## src/rtl/if_stage.sv

```systemverilog
// rtl/if_stage.sv - instruction fetch stage with direct-mapped icache and single-outstanding refill
package if_stage_pkg;
  localparam int StallLevelLen = 2;
  typedef enum logic [StallLevelLen-1:0] {
    Stall_Null   = 2'd0,
    Stall_Decode = 2'd1,
    Stall_Issue  = 2'd2,
    Stall_All    = 2'd3
  } stall_level_e;
  localparam logic [31:0] ZeroWord = 32'h0;
endpackage

module if_stage
  import if_stage_pkg::*;
#(
  parameter int          ICACHE_LINES = 64,
  parameter logic [31:0] RESET_PC     = 32'h0
) (
  input  logic                     clk,
  input  logic                     rst,
  input  logic                     rdy,
  input  logic [StallLevelLen-1:0] stall_command,
  input  logic                     jump_ex_en,
  input  logic [31:0]              jump_ex_target,
  input  logic                     jump_id_en,
  input  logic [31:0]              jump_id_target,
  output logic                     mem_req,
  output logic [31:0]              mem_addr,
  input  logic                     mem_ack,
  input  logic [31:0]              mem_data,
  output logic [31:0]              if_pc,
  output logic [31:0]              if_inst,
  output logic                     stall_req_if
);
  localparam int IdxW = $clog2(ICACHE_LINES);
  localparam int TagW = 30 - IdxW;

  typedef enum logic {S_IDLE, S_WAIT} state_e;

  state_e                  state_q, state_d;
  logic [31:0]             pc_q, pc_d;
  logic                    mem_req_q, mem_req_d;
  logic [31:0]             fetch_addr_q, fetch_addr_d;
  logic [ICACHE_LINES-1:0] valid_q, valid_d;
  logic [TagW-1:0]         tag_q  [ICACHE_LINES];
  logic [31:0]             data_q [ICACHE_LINES];
  logic                    fill_en;

  logic [IdxW-1:0] pc_idx, fill_idx;
  logic [TagW-1:0] pc_tag, fill_tag;
  logic            hit, jump_any;

  assign pc_idx   = pc_q[IdxW+1:2];
  assign pc_tag   = pc_q[31:IdxW+2];
  assign fill_idx = fetch_addr_q[IdxW+1:2];
  assign fill_tag = fetch_addr_q[31:IdxW+2];
  assign hit      = valid_q[pc_idx] && (tag_q[pc_idx] == pc_tag);
  assign jump_any = jump_ex_en || jump_id_en;

  always_comb begin
    state_d      = state_q;
    pc_d         = pc_q;
    mem_req_d    = mem_req_q;
    fetch_addr_d = fetch_addr_q;
    valid_d      = valid_q;
    fill_en      = 1'b0;
    if (rdy) begin
      case (state_q)
        S_IDLE: begin
          // A redirect this cycle makes the miss stale, so no request goes out.
          if (!hit && !jump_any) begin
            state_d      = S_WAIT;
            mem_req_d    = 1'b1;
            fetch_addr_d = {pc_q[31:2], 2'b00};
          end
        end
        S_WAIT: begin
          if (mem_ack) begin
            state_d           = S_IDLE;
            mem_req_d         = 1'b0;
            fill_en           = 1'b1;
            valid_d[fill_idx] = 1'b1;
          end
        end
        default: state_d = S_IDLE;
      endcase

      if (jump_ex_en) begin
        pc_d = jump_ex_target;
      end else if (stall_command == Stall_All || stall_command == Stall_Issue) begin
        pc_d = pc_q;
      end else if (jump_id_en) begin
        pc_d = jump_id_target;
      end else if (stall_command == Stall_Null && hit) begin
        pc_d = pc_q + 32'd4;
      end
    end
  end

  always_ff @(posedge clk or negedge rst) begin
    if (!rst) begin
      state_q      <= S_IDLE;
      pc_q         <= RESET_PC;
      mem_req_q    <= 1'b0;
      fetch_addr_q <= 32'h0;
      valid_q      <= '0;
    end else begin
      state_q      <= state_d;
      pc_q         <= pc_d;
      mem_req_q    <= mem_req_d;
      fetch_addr_q <= fetch_addr_d;
      valid_q      <= valid_d;
    end
  end

  // Tag/data need no reset: every read is qualified by the valid bit.
  always_ff @(posedge clk) begin
    if (fill_en) begin
      tag_q[fill_idx]  <= fill_tag;
      data_q[fill_idx] <= mem_data;
    end
  end

  assign mem_req      = mem_req_q;
  assign mem_addr     = fetch_addr_q;
  assign if_pc        = pc_q;
  assign if_inst      = hit ? data_q[pc_idx] : ZeroWord;
  assign stall_req_if = !hit;
endmodule

```

## config.mk

```make
export PLATFORM = sky130hd
export DESIGN_NAME = if_stage
export DESIGN_NICKNAME = d
export VERILOG_FILES = /design/src/rtl/if_stage.sv
export SDC_FILE = /design/constraint.sdc
export NUM_CORES = 2
export LEC_CHECK = 0
export CORE_ASPECT_RATIO = 0.75
export CORE_MARGIN = 4
export CORE_UTILIZATION = 42
export DETAILED_ROUTE_END_ITERATION = 10
export PLACE_DENSITY = 0.57
export SLEW_MARGIN = 10
export SYNTH_ARGS = -nofsm -noshare
export SYNTH_HDL_FRONTEND = slang
export SYNTH_SLANG_ARGS = --single-unit
```

## constraint.sdc

```tcl
create_clock -name clk -period 8.3 [get_ports clk]
set_input_delay 1.245 -clock clk [delete_from_list [all_inputs] [get_ports clk]]
set_output_delay 1.245 -clock clk [all_outputs]
set_load 0.05 [all_outputs]
```

==> results.md <==
- Clock share of power: 35.5%
- Worst-Margin Slew: 1.34 ns
- Placement Setup Slack: 1.62 ns
- DRC Markers: 0
- Synthesis Warnings: 0
- Static Leak: 51.5 nW
- Share of the synthesized area in the top cell type: 75.3%
- PD cells: 278 nW/um2
- Vias per cell: 6.35
- Port bufs: 199
- Seq cells post-synth: 3712
- Critical Path RT: 7.05 ns
- Int Pwr: 0.0336 W
- First-pass DRT Iterations: 6
- Largest net degree at the start of global routing: 137
- Area Growth Syn to Fin: 14.4%
- Sequential Power Share: 48.2%
- Seq/Total Area, Yosys: 77.5%
- Fin area: 164000 um2
- Most frequent cell after synthesis: edfxtp_1
- Final period utilization: 93.5%
- Status: completed
- TNS Setup: 0 ns
- Max Transition Viols Final: 0
- Max FO, Critical Path: 43
- Worst-Skew Late Latency: 0.91 ns
- Per-cell routed wire length: 38.9 um
- Final Worst Setup Slack: 0.537 ns
- Global-route wire length before repair: 608 mm
- Final #Nets: 6804
- Setup Skew: 0.0479 ns
- Post-synth EDFFs: 3584
- Clock transition at path regs: 0.06 ns
- CTS max path bufs: 4
- Die width: 682 um
- Via count: 72900
- Hold Vio Cnt, Final: 0
- GRT overflow: 0
- Arrival time worst endpoint: 6.52 ns
- Post-Syn Area: 143000 um2
- CTS root buf: clkbuf_16
- Synth cell types: 66
- Cells after Synth: 6227
- Routed Antenna Nets: 0
- Syn_area_per_cell: 23.0 um2
- Combinational power share: 16.3%
- Switching Fraction: 26.0%
- Ys async rst share: 3.45%
- Top FF cell, synth: edfxtp_1
- Initial Util: 42.2%
- Crit path launch type: flop
- Cells resized by post-CTS repair: 0
- Hold WC Path Type: input port to asynchronous set/reset pin
- Post-Route WL: 447 mm
- Hold_buf cts: 0
- Core area: 339000 um2
- Worst setup EP type: output port
- # fillers: 27300
- RSZ-0062 raised after global routing: false
- Vias in the first global route: 70600
- Chip height: 513 um
- Post-Place Cell Area: 152000 um2
- Number of DRC markers in iteration 0: 12100
- Total die area: 350000 um2
- Gr usage total: 25.3%
- # Max-Cap Violations: 0
- Initial antenna violation count: 20
- Clock Sinks: 3712
- Minimum clock period: 7.76 ns
- Max-Slew Margin vs Limit: 10.7%
- CTS buffer count: 362
- Fmax: 129 MHz
- Most common library cells after synthesis: 3584 x edfxtp_1, 993 x mux4_2, 213 x mux2i_1, 193 x clkbuf_1, 128 x dfrtp_1
- Hpwl dp: 234 mm
- H-tree Lvls: 5
- Area leader, netlist: edfxtp_1
- Placer Congestion: 0.836
- Floorplan row count: 185
- Final setup viols: 0
- Setup bufs post-CTS: 0
- Worst vdd ir: 186 uV
- NetSw: 0.0118 W
- CP Class: flop to output port
- CTS tree: built
- Synth top area cells: edfxtp_1 75%, mux4_2 16%, dfrtp_1 2.2%
- Fraction of layout cells with a size suffix above 1: 29.1%
- I/O pin total: 202
path summary, 6_finish.rpt:
| path | slack, ns | end | start | depth (start not counted) |
|---|---|---|---|---|
| worst max register to register | 2.00 | if_pc[24]$_DFFE_PN0P_ | if_pc[4]$_DFFE_PN0P_ | 13 |
| worst min-delay path | 0.32 | mem_addr[25]$_DFFE_PN0P_ | rst | 1 |
| max in group asynchronous | 6.64 | valid_q[12]$_DFFE_PN0P_ | rst | 3 |
| worst min register to register | 0.46 | valid_q[25]$_DFFE_PN0P_ | valid_q[25]$_DFFE_PN0P_ | 1 |
| worst max-delay path | 0.54 | stall_req_if | if_pc[4]$_DFFE_PN0P_ | 10 |
| min in group clk | 0.46 | valid_q[25]$_DFFE_PN0P_ | valid_q[25]$_DFFE_PN0P_ | 1 |
cells by family (layout without fill, tap and decap cells):
group | count (synthesis) | after routing | share of synthesized area (%)
compound gates | 388 | 388 | 1.85
mux | 1251 | 1251 | 17.5
flops | 3712 | 3712 | 77.5
xor+xnor | 30 | 30 | 0.184
fa+ha+maj | 1 | 1 | 0.00875
simple gates | 481 | 481 | 1.67
buf+inv | 363 | 1126 | 1.30
other cells | 1 | 7 | 0.00262
sequential cells by signal, indices dropped and copies added (netlist names):
register / count
mem_addr: 30
data_q: 2048
valid_q: 64
tag_q: 1536
mem_req: 1
if_pc: 32
state_q: 1
routing by layer:
metal  global-route usage, %  part of all wire (%)  vias to the layer above
met2                    37.8                    45                     4582
met5                       0                0.0056                        -
li1                        -                     -                    27500
met1                    38.1                    41                    40100
met4                    6.70                   2.9                        4
met3                    5.01                    11                      701
per-stage QoR:
stage	power (W)	std cells	hold slack, ns	utilization (%)
after detailed placement	0.0297	10800	0.448	44.9
final	0.0454	11500	0.321	48.3
after global placement	0.0296	10800	0.446	44.9
after CTS	0.0457	11500	0.291	48.3
after global routing	0.0469	11500	0.328	48.3
after floorplan	0.0269	6228	0.434	-
power by group through the flow:
| stage | clock (W) | combinational [W] | sequential (W) |
|---|---|---|---|
| finish | 0.0161 | 0.00741 | 0.0219 |
| global route | 0.0172 | 0.00775 | 0.0219 |
| CTS | 0.0163 | 0.00742 | 0.0219 |
| detailed placement | 0 | 0.00740 | 0.0223 |
| global placement | 0 | 0.00735 | 0.0223 |
| floorplan | 0 | 0.00433 | 0.0226 |
layout by cell type (no fill, tap or decap), types with 18 or more instances in the layout:
| cell type | synthesis | final |
|---|---|---|
| nand3_1 | 42 | 40 |
| nor3_1 | 26 | 25 |
| dfrtp_2 | 0 | 23 |
| clkdlybuf4s50_1 | 0 | 134 |
| o221ai_1 | 18 | 18 |
| buf_2 | 78 | 32 |
| clkinv_2 | 0 | 64 |
| nand2_1 | 116 | 116 |
| clkbuf_1 | 193 | 83 |
| a32o_1 | 19 | 19 |
| dfrtp_1 | 128 | 99 |
| clkinv_1 | 2 | 76 |
| nor2_1 | 118 | 50 |
| buf_12 | 2 | 86 |
| nand4_1 | 21 | 21 |
| a22oi_1 | 83 | 83 |
| edfxtp_1 | 3584 | 3584 |
| mux2i_1 | 213 | 213 |
| nor2_4 | 0 | 66 |
| buf_4 | 33 | 207 |
| clkbuf_16 | 0 | 371 |
| o21ai_0 | 68 | 68 |
| nor2b_1 | 42 | 38 |
| bufinv_16 | 0 | 27 |
| a21oi_1 | 83 | 83 |
| a221oi_1 | 26 | 26 |
| or2_2 | 65 | 65 |
| mux4_2 | 993 | 993 |
| mux2_2 | 35 | 35 |
final cells by class:
cell class	count	area [um2]	share of cell area (%)
antenna	5	12.5	0.00765
tap	4488	5620	3.43
timing repair buffer	461	4820	2.94
inverter	9	46.3	0.0283
clock buffer	458	9650	5.90
sequential	3712	111000	67.8
multi-input combinational	2153	30900	18.9
clock inverter	198	1740	1.07
critical path, stage by stage (launching register included):
cell and delay, ns:
dfrtp_4 0.75, inv_8 0.58, buf_4 0.73, mux2i_1 0.17, o21ai_0 0.52, a22oi_1 0.40, xnor2_1 0.71, nor2_1 0.15
and4_1 0.29, nand3_4 0.25, clkdlybuf4s50_1 0.88
Note: power is estimated with default switching activity, not from simulation.
